## src/rtl/multicycle_alu_if.sv

```systemverilog
// Request/response bundle between the execute-stage control logic and multicycle_alu.
// master = control unit side, slave = ALU side.
interface multicycle_alu_if #(
    parameter int DATA_WIDTH = 32,
    parameter int CTRL_WIDTH = 4
);
    logic                  in_valid;
    logic                  in_ready;
    logic [DATA_WIDTH-1:0] op1;
    logic [DATA_WIDTH-1:0] op2;
    logic [CTRL_WIDTH-1:0] ALU_ctrl;
    logic                  out_valid;
    logic                  out_ready;
    logic [DATA_WIDTH-1:0] ALUout;
    logic                  eq;
    logic                  illegal;

    modport master (
        output in_valid, op1, op2, ALU_ctrl, out_ready,
        input  in_ready, out_valid, ALUout, eq, illegal
    );

    modport slave (
        input  in_valid, op1, op2, ALU_ctrl, out_ready,
        output in_ready, out_valid, ALUout, eq, illegal
    );
endinterface

```

## src/rtl/multicycle_alu.sv

```systemverilog
// Registered execute-stage ALU with valid/ready handshake and iterative multiply/divide.
// Optional feature macro: ALU_MULDIV_EN (enables MUL/MULHU/DIVU/REMU and the BUSY state).
//
// state | meaning
// IDLE  | ready for a new operation (in_ready = 1)
// BUSY  | one shift-add / restoring-divide step per cycle (ALU_MULDIV_EN only)
// DONE  | result valid, held until out_ready
module multicycle_alu #(
    parameter int DATA_WIDTH  = 32,
    parameter int CTRL_WIDTH  = 4,
    parameter int SHAMT_WIDTH = $clog2(DATA_WIDTH)
) (
    input logic             clk,
    input logic             rst_n,
    multicycle_alu_if.slave bus
);

    localparam logic [CTRL_WIDTH-1:0] OP_ADD   = CTRL_WIDTH'(4'b0000);
    localparam logic [CTRL_WIDTH-1:0] OP_SUB   = CTRL_WIDTH'(4'b0001);
    localparam logic [CTRL_WIDTH-1:0] OP_AND   = CTRL_WIDTH'(4'b0010);
    localparam logic [CTRL_WIDTH-1:0] OP_OR    = CTRL_WIDTH'(4'b0011);
    localparam logic [CTRL_WIDTH-1:0] OP_SLL   = CTRL_WIDTH'(4'b0100);
    localparam logic [CTRL_WIDTH-1:0] OP_SLT   = CTRL_WIDTH'(4'b0101);
    localparam logic [CTRL_WIDTH-1:0] OP_SRL   = CTRL_WIDTH'(4'b0110);
    localparam logic [CTRL_WIDTH-1:0] OP_SRA   = CTRL_WIDTH'(4'b0111);
    localparam logic [CTRL_WIDTH-1:0] OP_GE    = CTRL_WIDTH'(4'b1000);
    localparam logic [CTRL_WIDTH-1:0] OP_XOR   = CTRL_WIDTH'(4'b1001);
    localparam logic [CTRL_WIDTH-1:0] OP_SLTU  = CTRL_WIDTH'(4'b1010);
`ifdef ALU_MULDIV_EN
    localparam logic [CTRL_WIDTH-1:0] OP_MUL   = CTRL_WIDTH'(4'b1011);
    localparam logic [CTRL_WIDTH-1:0] OP_MULHU = CTRL_WIDTH'(4'b1100);
    localparam logic [CTRL_WIDTH-1:0] OP_DIVU  = CTRL_WIDTH'(4'b1101);
    localparam logic [CTRL_WIDTH-1:0] OP_REMU  = CTRL_WIDTH'(4'b1110);
    localparam int                    CNT_W    = $clog2(DATA_WIDTH) + 1;

    typedef enum logic [1:0] {
        IDLE = 2'd0,
        BUSY = 2'd1,
        DONE = 2'd2
    } state_t;
`else
    typedef enum logic [1:0] {
        IDLE = 2'd0,
        DONE = 2'd2
    } state_t;
`endif

    state_t state_q, state_d;

    logic [DATA_WIDTH-1:0]  a;
    logic [DATA_WIDTH-1:0]  b;
    logic [SHAMT_WIDTH-1:0] shamt;
    logic                   lt_s;
    logic                   lt_u;

    logic [DATA_WIDTH-1:0]  sc_res;
    logic                   sc_eq;
    logic                   sc_ill;
    logic                   accept;

    logic [DATA_WIDTH-1:0]  res_q;
    logic                   eq_q;
    logic                   ill_q;

    assign a     = bus.op1;
    assign b     = bus.op2;
    assign shamt = b[SHAMT_WIDTH-1:0];
    assign lt_s  = $signed(a) < $signed(b);
    assign lt_u  = a < b;

`ifdef ALU_MULDIV_EN
    // md_op: bit1 selects divide, bit0 selects the high half (MULHU) / remainder (REMU)
    logic                  sc_iter;
    logic [1:0]            sc_md;
    logic [1:0]            md_op_q;
    logic [DATA_WIDTH-1:0] acc_hi_q;
    logic [DATA_WIDTH-1:0] acc_lo_q;
    logic [DATA_WIDTH-1:0] opnd_q;
    logic [CNT_W-1:0]      cnt_q;
    logic [DATA_WIDTH:0]   mul_sum;
    logic [DATA_WIDTH:0]   div_shift;
    logic [DATA_WIDTH-1:0] div_diff;
    logic [DATA_WIDTH-1:0] nxt_hi;
    logic [DATA_WIDTH-1:0] nxt_lo;
    logic                  last_step;

    assign last_step = (state_q == BUSY) && (cnt_q == CNT_W'(1));
`endif

    always_comb begin
        sc_res = '0;
        sc_eq  = 1'b0;
        sc_ill = 1'b0;
`ifdef ALU_MULDIV_EN
        sc_iter = 1'b0;
        sc_md   = 2'b00;
`endif
        case (bus.ALU_ctrl)
            OP_ADD:  sc_res = a + b;
            OP_SUB: begin
                sc_res = a - b;
                sc_eq  = (a == b);
            end
            OP_AND:  sc_res = a & b;
            OP_OR:   sc_res = a | b;
            OP_XOR:  sc_res = a ^ b;
            OP_SLL:  sc_res = a << shamt;
            OP_SRL:  sc_res = a >> shamt;
            OP_SRA:  sc_res = $unsigned($signed(a) >>> shamt);
            OP_SLT: begin
                sc_res = {{(DATA_WIDTH-1){1'b0}}, lt_s};
                sc_eq  = lt_s;
            end
            OP_SLTU: begin
                sc_res = {{(DATA_WIDTH-1){1'b0}}, lt_u};
                sc_eq  = lt_u;
            end
            OP_GE:   sc_eq = ~lt_s;
`ifdef ALU_MULDIV_EN
            OP_MUL: begin
                sc_iter = 1'b1;
                sc_md   = 2'b00;
            end
            OP_MULHU: begin
                sc_iter = 1'b1;
                sc_md   = 2'b01;
            end
            OP_DIVU: begin
                sc_iter = 1'b1;
                sc_md   = 2'b10;
            end
            OP_REMU: begin
                sc_iter = 1'b1;
                sc_md   = 2'b11;
            end
`endif
            default: sc_ill = 1'b1;
        endcase
    end

    always_ff @(posedge clk or negedge rst_n) begin
        if (!rst_n) begin
            state_q <= IDLE;
        end else begin
            state_q <= state_d;
        end
    end

    always_comb begin
        state_d       = state_q;
        accept        = 1'b0;
        bus.in_ready  = (state_q == IDLE);
        bus.out_valid = (state_q == DONE);
        case (state_q)
            IDLE: begin
                if (bus.in_valid) begin
                    accept  = 1'b1;
`ifdef ALU_MULDIV_EN
                    state_d = sc_iter ? BUSY : DONE;
`else
                    state_d = DONE;
`endif
                end
            end
`ifdef ALU_MULDIV_EN
            BUSY: begin
                if (cnt_q == CNT_W'(1)) begin
                    state_d = DONE;
                end
            end
`endif
            DONE: begin
                if (bus.out_ready) begin
                    state_d = IDLE;
                end
            end
            default: state_d = IDLE;
        endcase
    end

`ifdef ALU_MULDIV_EN
    // Divide by zero needs no special case: every trial subtract of 0 succeeds,
    // so the quotient fills with ones and the remainder shifts in the dividend.
    always_comb begin
        mul_sum   = {1'b0, acc_hi_q} + (acc_lo_q[0] ? {1'b0, opnd_q} : '0);
        div_shift = {acc_hi_q, acc_lo_q[DATA_WIDTH-1]};
        div_diff  = div_shift[DATA_WIDTH-1:0] - opnd_q;
        nxt_hi    = mul_sum[DATA_WIDTH:1];
        nxt_lo    = {mul_sum[0], acc_lo_q[DATA_WIDTH-1:1]};
        if (md_op_q[1]) begin
            if (div_shift >= {1'b0, opnd_q}) begin
                nxt_hi = div_diff;
                nxt_lo = {acc_lo_q[DATA_WIDTH-2:0], 1'b1};
            end else begin
                nxt_hi = div_shift[DATA_WIDTH-1:0];
                nxt_lo = {acc_lo_q[DATA_WIDTH-2:0], 1'b0};
            end
        end
    end

    always_ff @(posedge clk or negedge rst_n) begin
        if (!rst_n) begin
            md_op_q  <= 2'b00;
            acc_hi_q <= '0;
            acc_lo_q <= '0;
            opnd_q   <= '0;
            cnt_q    <= '0;
        end else if (accept && sc_iter) begin
            md_op_q  <= sc_md;
            acc_hi_q <= '0;
            acc_lo_q <= sc_md[1] ? a : b;
            opnd_q   <= sc_md[1] ? b : a;
            cnt_q    <= CNT_W'(DATA_WIDTH);
        end else if (state_q == BUSY) begin
            acc_hi_q <= nxt_hi;
            acc_lo_q <= nxt_lo;
            cnt_q    <= cnt_q - 1'b1;
        end
    end
`endif

    always_ff @(posedge clk or negedge rst_n) begin
        if (!rst_n) begin
            res_q <= '0;
            eq_q  <= 1'b0;
            ill_q <= 1'b0;
`ifdef ALU_MULDIV_EN
        end else if (accept && sc_iter) begin
            eq_q  <= 1'b0;
            ill_q <= 1'b0;
        end else if (last_step) begin
            res_q <= md_op_q[0] ? nxt_hi : nxt_lo;
`endif
        end else if (accept) begin
            res_q <= sc_res;
            eq_q  <= sc_eq;
            ill_q <= sc_ill;
        end
    end

    assign bus.ALUout  = res_q;
    assign bus.eq      = eq_q;
    assign bus.illegal = ill_q;

endmodule

```

## src/flat_wrapper.sv

```systemverilog
// flat-port wrapper written by rule: the top's interface ports become plain ports
module multicycle_alu_flat 
#(
    parameter int DATA_WIDTH  = 32,
    parameter int CTRL_WIDTH  = 4,
    parameter int SHAMT_WIDTH = $clog2(DATA_WIDTH)
)
  (clk, rst_n, bus_in_valid, bus_op1, bus_op2, bus_ALU_ctrl, bus_out_ready, bus_in_ready, bus_out_valid, bus_ALUout, bus_eq, bus_illegal);
  multicycle_alu_if #(.DATA_WIDTH(DATA_WIDTH), .CTRL_WIDTH(CTRL_WIDTH)) bus_i ();
  input logic clk;
  input logic rst_n;
  input wire logic [$bits(bus_i.in_valid)-1:0] bus_in_valid;
  input wire logic [$bits(bus_i.op1)-1:0] bus_op1;
  input wire logic [$bits(bus_i.op2)-1:0] bus_op2;
  input wire logic [$bits(bus_i.ALU_ctrl)-1:0] bus_ALU_ctrl;
  input wire logic [$bits(bus_i.out_ready)-1:0] bus_out_ready;
  output wire logic [$bits(bus_i.in_ready)-1:0] bus_in_ready;
  output wire logic [$bits(bus_i.out_valid)-1:0] bus_out_valid;
  output wire logic [$bits(bus_i.ALUout)-1:0] bus_ALUout;
  output wire logic [$bits(bus_i.eq)-1:0] bus_eq;
  output wire logic [$bits(bus_i.illegal)-1:0] bus_illegal;
  assign bus_i.in_valid = bus_in_valid;
  assign bus_i.op1 = bus_op1;
  assign bus_i.op2 = bus_op2;
  assign bus_i.ALU_ctrl = bus_ALU_ctrl;
  assign bus_i.out_ready = bus_out_ready;
  assign bus_in_ready = bus_i.in_ready;
  assign bus_out_valid = bus_i.out_valid;
  assign bus_ALUout = bus_i.ALUout;
  assign bus_eq = bus_i.eq;
  assign bus_illegal = bus_i.illegal;
  multicycle_alu #(.DATA_WIDTH(DATA_WIDTH), .CTRL_WIDTH(CTRL_WIDTH), .SHAMT_WIDTH(SHAMT_WIDTH)) u_core (.clk(clk), .rst_n(rst_n), .bus(bus_i));
endmodule
```

## config.mk

```make
export PLATFORM = sky130hd
export DESIGN_NAME = multicycle_alu_flat
export DESIGN_NICKNAME = d
export VERILOG_FILES = /design/src/rtl/multicycle_alu_if.sv /design/src/rtl/multicycle_alu.sv /design/src/flat_wrapper.sv
export SDC_FILE = /design/constraint.sdc
export NUM_CORES = 1
export LEC_CHECK = 0
export CORE_MARGIN = 2
export CORE_UTILIZATION = 54
export DETAILED_ROUTE_END_ITERATION = 6
export MAX_ROUTING_LAYER = met4
export PLACE_DENSITY_LB_ADDON = 0.12
export SKIP_CTS_REPAIR_TIMING = 1
export SLEW_MARGIN = 25
export SYNTH_ARGS = -nofsm -noshare
export SYNTH_HDL_FRONTEND = slang
export SYNTH_SLANG_ARGS = --single-unit
```

## constraint.sdc

```tcl
create_clock -name clk -period 1.86 [get_ports clk]
set_input_delay 0.186 -clock clk [delete_from_list [all_inputs] [get_ports clk]]
set_output_delay 0.186 -clock clk [all_outputs]
set_load 0.05 [all_outputs]
```

==> results.md, run 1 <==
- The run stopped with a tool error.
- The flow halted during global routing.
- The first error in the log reads "[ERROR GRT-0232] Routing congestion too high. Check the congestion heatmap in the GUI".
- The most frequently used flop master after synthesis is sky130_fd_sc_hd__dfrtp_1.
- The synthesized net count is 1628.
- Once placement completed, the tool counted placed cells totaling 2210.
- In this run the tool buffered the top-level ports with 107 buffer cells.
- The total number of placement rows is 50.
- The flip-flop and latch count after synthesis is 35.
- The tree is rooted in a sky130_fd_sc_hd__clkbuf_16.
- The number of levels the H-tree was split into is 2.
- The HPWL reported at the end of detailed placement is 44.93 mm.
- In this run the mean area of a mapped cell was roughly 7 sq um.
- After global routing the overflow that remains totals 3282.
- The synthesized design contains 0 enable-type register cells.
- The async set-or-reset flop fraction in the synthesized netlist is 100.0%.
- The CTS sink count is 35.
- Sequential cells were found to cover 8.455% of the synthesized design area.
- The chip width is around 140 microns.
- The Yosys warning count is 0.
- The number of buffers created by CTS is 5.
- 108 I/O pins were placed.
- After the last repair the worst path ends at a sequential cell input.
- The count of cell types in the netlist is 82.
- The cell area after technology mapping is 10360 sq um.
- The floorplan step set the die height to between 100 and 150 microns.
- The instance area at placement is 15410 sq um.
- The aggregate global-route resource usage is 117.7%.
- The number of buffers on the longest clock path is 2.
- The initial cell density of the core is 55.19%.
- The endpoint with the least setup slack after the last repair is u_core.bus.ALUout[26]$_DFFE_PN0P_/D.
- Routability-driven placement finished with a final weighted congestion of about 1.2.
- The largest net degree at the start of global routing is 56.
- The gate count after technology mapping is approximately 1500.
[cells by family after synthesis]
| family | share of synthesized area [%] |
|---|---|
| AO/OA/AOI/OAI | 34.44 |
| AND/OR/NAND/NOR | 19.36 |
| buffers and inverters | 8.225 |
| multiplexers | 15.84 |
| adder cells (fa/ha/maj) | 12.59 |
| flip-flops | 8.455 |
| XOR/XNOR | 1.099 |
[metrics by stage]
stage	worst slack (ps)	hold slack (ps)	setup TNS, ps
floorplan	-1496	-109.6	-27500
global placement	-1850	148.5	-48310
detailed placement	-2049	162.2	-52640
CTS	-1755	-154.6	-42620
[routing by layer]
metal	overflow	track usage, %
met1	101	95.79
met2	2589	164.8
met3	93	87.42
met4	499	122.6
met5	-	-
[synthesized netlist by cell type, types with 11 or more instances]
cell / n / area share, %
sky130_fd_sc_hd__nor2_1: 149 / 5.4
sky130_fd_sc_hd__nand2_1: 143 / 5.2
sky130_fd_sc_hd__a21oi_1: 122 / 5.9
sky130_fd_sc_hd__o21ai_0: 109 / 5.3
sky130_fd_sc_hd__ha_1: 101 / 12
sky130_fd_sc_hd__inv_1: 91 / 3.3
sky130_fd_sc_hd__clkbuf_1: 79 / 2.9
sky130_fd_sc_hd__mux2i_1: 57 / 5.5
sky130_fd_sc_hd__mux4_2: 39 / 8.5
sky130_fd_sc_hd__dfrtp_1: 35 / 8.5
sky130_fd_sc_hd__nor3_1: 34 / 1.6
sky130_fd_sc_hd__nand3_1: 32 / 1.5
sky130_fd_sc_hd__a211oi_1: 31 / 2.2
sky130_fd_sc_hd__o211ai_1: 27 / 2.0
sky130_fd_sc_hd__a221oi_1: 20 / 1.7
sky130_fd_sc_hd__a31oi_1: 20 / 1.2
sky130_fd_sc_hd__a21o_1: 19 / 1.4
sky130_fd_sc_hd__o22ai_1: 18 / 1.1
sky130_fd_sc_hd__o31ai_1: 18 / 1.3
sky130_fd_sc_hd__o21ai_1: 17 / 0.82
sky130_fd_sc_hd__buf_1: 15 / 0.54
sky130_fd_sc_hd__o21bai_1: 14 / 1.0
sky130_fd_sc_hd__mux2_2: 13 / 1.4
sky130_fd_sc_hd__a221o_1: 12 / 1.2
sky130_fd_sc_hd__buf_2: 12 / 0.58
sky130_fd_sc_hd__nor2b_1: 12 / 0.72
sky130_fd_sc_hd__nand2b_1: 11 / 0.66
sky130_fd_sc_hd__nor4_1: 11 / 0.66
sky130_fd_sc_hd__o221ai_1: 11 / 0.93
sky130_fd_sc_hd__xnor2_1: 11 / 0.93
==> run 2: changes to the inputs <==
Settings changed: CORE_UTILIZATION 54 to 40, MAX_ROUTING_LAYER met4 to default, PLACE_DENSITY_LB_ADDON 0.12 to 0.15.
Clock period 1.86 ns to 2.4 ns, I/O delays scaled along.
==> results.md, run 2 <==
- The filler-free cell count of the finished design is around 2400.
- Across all setup checks in the final design, the least slack found is -677.2 ps.
- The antenna cell count is 0.
- The cell count after placement is 2330.
- The sequential cell area fraction in the yosys report is under 10%.
- In this run the clock root is driven by a sky130_fd_sc_hd__clkbuf_16.
- The number of global-route vias before repair is 13530.
- After synthesis, the netlist uses 82 different library cells.
- Using the TritonRoute via totals, the vias-per-cell ratio works out to about 6.3.
- At the pin with the least slew margin, the transition time is between 900 and 1000 ps.
- The most frequent standard cell in the layout excluding fill and tap cells is sky130_fd_sc_hd__buf_4.
- Port buffering added 107 buffers.
- The synthesized net count is 1628.
- The source-to-sink clock delay at the later pin of the worst-skew pair is 310 ps.
- The boundary pin count is 108.
- The residual DRC count is 0.
- For the worst setup path, the data required time is 2620 ps.
- The number of nets with antenna violations after detailed routing is 0.
- The flow ran to the end, but the final reports show violations.
- The final-report max-slew violation count was 0.
- The die is 164.9 microns wide.
- Measured against its own limit, the worst slew margin works out to about 34%.
- The worst setup path is of the primary input to register kind.
- The area enclosed by the die boundary is ~27000 sq um.
- Relative to the synthesized area, the layout overhead comes to 73.91%.
- The final worst clock skew is 11.01 ps.
- The clock tree from TritonCTS is built.
- The class of the worst hold path is primary input to asynchronous set/reset pin.
- The number of buffers on the longest clock path is 2.
- The most repeated cell in the gate-level netlist after synthesis is sky130_fd_sc_hd__nor2_1.
- The number of antenna violations at the first check in global routing was 2.
- Synthesis inferred 35 register bits.
- The multi-input combinational cells in the finished layout cover a total of 9977 sq um.
- The total number of placement rows is 58.
- In this run the critical register-to-register path is launched from u_core.state_q[1].
- The clock transition time at the flip-flop clock pins of the worst setup and hold paths is 70 ps.
- During synthesis, Yosys emitted a total of 0 warnings.
- Of the cells placed in the final design, the portion with a size suffix greater than 1 is ~45%.
- The routed wire length per instance is 25.58 microns.
- The average footprint of a synthesized cell is approximately 7.1 sq um.
- The number of max-capacitance violations reported is 0.
- The final reports fail on setup timing.
- In this run the worst path has a maximum fanout of 5.
- The most frequently used flop master after synthesis is sky130_fd_sc_hd__dfrtp_1.
- The launching instance or port of the critical path is bus_op1[0].
- Counting instances in the post-synthesis netlist gives the leading cell types as sky130_fd_sc_hd__nor2_1 (149), sky130_fd_sc_hd__nand2_1 (143), sky130_fd_sc_hd__a21oi_1 (122), sky130_fd_sc_hd__o21ai_0 (109), sky130_fd_sc_hd__ha_1 (101).
- The HPWL reported at the end of detailed placement is between 40 and 50 mm.
- The die is 164.9 microns tall.
- The cell area after technology mapping is 10360 sq um.
- The number of detailed-route iterations in the first pass is 5.
- The global placer's final weighted congestion is between 1 and 1.5.
- The share of Yosys cell area claimed by the top area cell type is about an eighth.
- Global routing used 41.72% of the available tracks.
- The critical path endpoint category is a register.
- The gate count after technology mapping is 1453.
- After synthesis, the cell types taking the most area are sky130_fd_sc_hd__ha_1 (12%), sky130_fd_sc_hd__mux4_2 (8.5%), sky130_fd_sc_hd__dfrtp_1 (8.5%), sky130_fd_sc_hd__a21oi_1 (5.9%), sky130_fd_sc_hd__mux2i_1 (5.5%).
- The floorplan step defined a core boundary enclosing approximately 25000 sq um.
- The total area of sequential cells is 875.8 sq um.
- After the last flow step, the layout net total stands at 2241.
- The total via count after detailed routing is 15190.
- Setup repair after global routing could not meet its margin everywhere.
- Measured in cells, the most critical reg-to-reg path has a length of 9.
- The power density over the cells is 353.1 nW/um^2.
- The final period demand of the worst path is 3077 ps.
- The tree built by TritonCTS fans out to 35 sinks.
- The internal reg-to-reg setup slack is 20 ps.
- Entering global routing, the biggest net connects 81 pins.
- The worst setup path is launched from a primary input.
- The global-route wire length before repair is 83.97 mm.
- The analysis attributes to cell leakage a power of 8.429 nW.
- For this configuration, the core starts out at a cell density of 40.90%.
- Yosys mapped a number of flops with a built-in enable equal to 0.
- The setup violation total in the final timing report is 33.
- The worst register-to-register path ends at u_core.bus.ALUout[24].
- The violation count after the first detailed-routing iteration is 2037.
- The largest vdd supply drop is 0.2816 mV.
- The final-report hold violation count is 0.
- After synthesis, the share of flip-flops with an asynchronous set or reset is 100.0%.
- Global routing finished with a remaining overflow of 0.
- Hold timing on the final database bottoms out at a slack of a little over 90 ps.
- The number of levels the H-tree was split into is 2.
- Derived from the worst setup path, the maximum achievable clock frequency is 0.3250 GHz.
- In this run, CTS created clock tree buffers numbering 5.
- The largest area contributor in the netlist is sky130_fd_sc_hd__ha_1.
- The filler cells instantiated in the layout total approximately 2000.
- In the finished design, the share of the clock period the worst path needs comes to 128.2%.
- The routed wire length is 61.33 mm.
- The number of flip-flops in the largest register is 32.
- The destination of the critical timing path is u_core.bus.ALUout[22].
- In the layout the commonest cells are sky130_fd_sc_hd__buf_4 (559), sky130_fd_sc_hd__nor2_1 (137), sky130_fd_sc_hd__nand2_1 (136), sky130_fd_sc_hd__a21oi_1 (94), sky130_fd_sc_hd__o21ai_0 (74).
- Data on the critical path arrives at its endpoint at 3300 ps.
- At the placement stage, the worst setup path has a slack of -1557 ps.
[run 2: stage by stage]
step                instance area [sq um]  setup TNS, ps  util, %  power, mW
detailed placement                  15740         -35650    62.16      4.829
CTS                                 15910         -25640    62.82      5.659
global route                        18010         -12650    71.13      6.590
global placement                    15740         -34500    62.16      4.785
floorplan                           10610         -12860        -      2.795
finish                              18010         -10450    71.13      6.361
[run 2: power by group]
group / internal [mW] / switching, mW
sequential: 0.687 / 0.0774
combinational: 2.15 / 2.62
clock: 0.492 / 0.335
[run 2: worst min path at each step]
stage	to	cells past startpoint	slack, ps	from
6_report	u_core.state_q[1]	1	90	rst_n
5_1_grt	u_core.state_q[1]	1	150	rst_n
4_1_cts	u_core.bus.ALUout[28]	1	110	rst_n
3_5_place_dp	u_core.bus.ALUout[28]	1	430	rst_n
3_3_place_gp	u_core.state_q[1]	1	420	rst_n
2_1_floorplan	u_core.bus.ALUout[0]	0	-60	rst_n
[run 2: area by class of cell]
| type | count | area share, % |
|---|---|---|
| multi-input cells | 1207 | 55.38 |
| inverters | 98 | 2.229 |
| clock buffers | 5 | 0.6945 |
| clock inverters | 3 | 0.2431 |
| repair buffers | 719 | 34.30 |
| well taps | 330 | 2.292 |
| flip-flops and latches | 35 | 4.862 |
[run 2: logic make-up after synthesis]
| family | share of synthesized area (%) |
|---|---|
| multiplexers | 15.84 |
| XOR/XNOR | 1.099 |
| AO/OA/AOI/OAI | 34.44 |
| AND/OR/NAND/NOR | 19.36 |
| buffers and inverters | 8.225 |
| flip-flops | 8.455 |
| adder cells (fa/ha/maj) | 12.59 |
[run 2: routing by layer]
metal  vias to the layer above  wire, microns  global-route usage [%]
li1                       6676              -                       -
met1                      7258          23660                   55.76
met2                      1039          27220                   66.39
met3                       217           6488                   5.023
met4                         2           3944                   20.79
met5                         -             10                       0
[run 2: worst max-delay path: stages]
cell and delay [ps]:
sky130_fd_sc_hd__buf_8 110, sky130_fd_sc_hd__inv_6 50, sky130_fd_sc_hd__ha_4 130, sky130_fd_sc_hd__inv_2 40, sky130_fd_sc_hd__fa_2 360, sky130_fd_sc_hd__nor2b_4 150
sky130_fd_sc_hd__o211ai_1 150, sky130_fd_sc_hd__o211ai_1 150, sky130_fd_sc_hd__or4_4 440, sky130_fd_sc_hd__a311o_2 370, sky130_fd_sc_hd__buf_12 160, sky130_fd_sc_hd__a2111oi_4 400
sky130_fd_sc_hd__buf_4 180, sky130_fd_sc_hd__o211ai_1 90, sky130_fd_sc_hd__o31a_1 110, sky130_fd_sc_hd__a31oi_1 170
No activity file was read; power rests on OpenSTA's default activity.
==> run 3: changes to the inputs <==
--- a/config.mk
+++ b/config.mk
@@ -11,3 +11,2 @@
 export PLACE_DENSITY_LB_ADDON = 0.15
-export SKIP_CTS_REPAIR_TIMING = 1
 export SLEW_MARGIN = 25
==> constraint.sdc (replaced) <==
create_clock -name clk -period 2.4 [get_ports clk]
set_input_delay 0.48 -clock clk [delete_from_list [all_inputs] [get_ports clk]]
set_output_delay 0.48 -clock clk [all_outputs]
set_load 0.05 [all_outputs]
==> results.md, run 3 (same netlist as run 2, synthesis figures left out) <==
- The number of buffers on the longest clock path is 2.
- The final reports fail on setup timing.
- The number of antenna violations at the first check in global routing is 1.
- Headroom to the max-slew limit came out at 30.26%.
- The critical-path cell with the highest stage delay is sky130_fd_sc_hd__or4_4.
- The final-report hold violation count came to 0.
- The critical path in this run is classified as primary input to register.
- The finished layout holds 2459 standard cells, fillers aside.
- The overall die height is 164.9 microns.
- In the layout the commonest cells are sky130_fd_sc_hd__buf_4 (576), sky130_fd_sc_hd__nand2_1 (132), sky130_fd_sc_hd__nor2_1 (122), sky130_fd_sc_hd__a21oi_1 (88), sky130_fd_sc_hd__buf_6 (77).
- The minimum hold slack is 99.86 ps.
- Measured in cells, the most critical reg-to-reg path has a length of 10.
- In the final layout, the share of cells above drive strength 1 is 51.36%.
- The total number of nets in the final design is 2302.
- Routability-driven placement finished with a final weighted congestion of 1.046.
- The tool flagged a number of max-cap violations equal to 0.
- The total via count after detailed routing is 16120.
- The final-report max-slew violation count came to 0.
- At the worst endpoint, the arrival time is 3550 ps.
- Tracing the worst setup path back leads to its startpoint at bus_op1[0].
- The most frequent standard cell in the layout excluding fill and tap cells is sky130_fd_sc_hd__buf_4.
- The hold buffer count at cts is 0.
- After detailed routing, the average wire length per cell comes to approximately 28 microns.
- The number of buffers created by CTS is 5.
- Setup repair after global routing could not meet its margin everywhere.
- In the global route stage, overall resource usage came out at 45.85%.
- Clock-pin slew was measured on the worst setup and hold paths at 70 ps.
- Setup violations remaining at the end of the flow were counted as 33.
- The CTS sink count is 35.
- Counting tap cells, the placed design contains a total of 2327 instances.
- The critical-path maximum fanout is 4.
- The residual DRC count is 0.
- The clock arrives with 7.081 ps of skew.
- The H-tree generated during clock tree synthesis spans 2 levels.
- The kind of launch point of the worst setup path is a primary input.
- The area enclosed by the die boundary is roughly 27000 sq um.
- The worst path in the final design needs a cycle of 3332 ps, including I/O delays and setup.
- The endpoint of the most critical register-to-register path is u_core.bus.ALUout[25].
- The pre-CTS setup slack is -1827 ps.
- The core area is 25330 sq um.
- The violation count after the first detailed-routing iteration is 2327.
- The number of global-route vias before repair came to around 15000.
- The worst hold path belongs to the class primary input to asynchronous set/reset pin.
- The cell at the root of the clock tree is sky130_fd_sc_hd__clkbuf_16.
- The pin slew with the least headroom to its limit is 1035 ps.
- Summed over all nets, the half-perimeter wirelength after detailed placement is between 40 and 50 mm.
- In the post-route analysis, the smallest setup slack over all paths is -932.1 ps.
- The source-to-sink clock delay at the later pin of the worst-skew pair is 300 ps.
- The remaining global-route overflow is 0.
- After layout, the worst path uses 138.8% of the clock period.
- The floorplan has 58 rows.
- For this design the top-level I/O count stands at 108.
- The initial cell density of the core is 40.90%.
- Among the stages of the critical path, the cell type that occurs most often is sky130_fd_sc_hd__o211ai_1.
- The critical path endpoint category is a register.
- The final core utilization is 75.63%.
- The number of flip-flops in the largest register is 32.
- The die is 164.9 microns wide.
- Port buffering added around 110 buffers.
- Dividing total power by cell area gives a power density of 361.1 nW/um^2.
- TritonCTS built the clock tree.
- In this run the cell area measured after placement is around 16000 sq um.
- The largest vdd supply drop is a little over 0.3 mV.
- The first global-routing pass estimated 92.33 mm of wire.
- Entering global routing, the biggest net connects 48 pins.
- The worst register-to-register path has a setup slack of 30 ps.
- The via density per instance is 6.557.
- The top achievable clock speed is 0.3001 GHz.
- The critical path goes through buf_8 -> clkinv_4 -> ha_4 -> inv_2 -> fa_2 -> nor2b_4 -> o211ai_1 -> o211ai_1 -> or4_4 -> a311o_1 -> buf_12 -> a2111oi_4 -> buf_4 -> o211ai_1 -> o31a_1 -> a31oi_1.
- The first detailed-routing pass took 7 iterations.
- Together, buffers and inverters on the worst path number 5.
- The startpoint identified for the worst register-to-register timing path is u_core.state_q[1].
- The number of nets with antenna violations after detailed routing is 0.
- With fillers left out, the area of the finished cells amounts to 19160 sq um.
- The layout overhead on the synthesized area is 84.93%.
- The data required time at the worst endpoint is 2620 ps.
- In this run the static leakage power is around 8.6 nW.
- The critical path's top delay family is compound AO/OA/AOI/OAI gates.
- The longest individual stage delay on the worst path is 450 ps.
- The routed wire length is 67.83 mm.
- The run finished, with violations left.
## run 3: repair_timing
item                       CTS  global route
resized for setup          532           185
cloned                       4             0
setup endpoints to repair   33            33
setup buffers               81            57
pin swaps                  100           133
## run 3: layout make-up
| type | count | area (sq um) |
|---|---|---|
| Sequential cell | 35 | 875.8 |
| Multi-Input combinational cell | 1207 | 10680 |
| Inverter | 98 | 407.9 |
| Clock inverter | 3 | 43.79 |
| Antenna cell | 1 | 2.502 |
| Tap cell | 330 | 412.9 |
| Clock buffer | 5 | 125.1 |
| Timing Repair Buffer | 780 | 6610 |
| Fill cell | 1863 | 6171 |
## run 3: routing by layer
layer	vias up	GRT usage, %	part of all wire [%]
met5	-	0	0
met1	7556	56.44	36
met3	453	8.463	11
met2	1307	72.31	42
li1	6808	-	-
met4	0	32.02	11
## run 3: through the flow
stage               power (mW)  TNS [ps]
floorplan                2.807    -19510
finish                   6.917    -19860
detailed placement       4.850    -44890
global placement         4.817    -42410
global route             7.118    -21650
CTS                      6.328    -14820
## run 3: how the worst max path moves through the flow
stage | to | slack [ps] | depth (start not counted)
global placement | u_core.bus.ALUout[22] | -1700 | 16
CTS | u_core.bus.ALUout[22] | -880 | 16
floorplan | u_core.bus.eq | -1250 | 15
global route | u_core.bus.ALUout[22] | -1030 | 16
detailed placement | u_core.bus.ALUout[24] | -1830 | 15
finish | u_core.bus.ALUout[22] | -930 | 16
## run 3: where the power goes
group	switching [mW]	internal (mW)	total, mW	leakage [nW]
Combinational	2.92	2.42	5.34	8.06
Clock	0.330	0.492	0.823	0.0838
Sequential	0.0683	0.687	0.755	0.461
Total	3.32	3.60	6.92	8.60
## run 3: worst register-to-register path: stages, from the launching register on
cell and delay, ps:
sky130_fd_sc_hd__dfrtp_1 380, sky130_fd_sc_hd__inv_1 70, sky130_fd_sc_hd__nand2_1 120, sky130_fd_sc_hd__nand2_1 240, sky130_fd_sc_hd__and4_1 220, sky130_fd_sc_hd__o211ai_1 240, sky130_fd_sc_hd__a2111oi_4 390, sky130_fd_sc_hd__buf_4 180
sky130_fd_sc_hd__a21bo_1 190, sky130_fd_sc_hd__a31oi_1 150, sky130_fd_sc_hd__a211oi_1 70
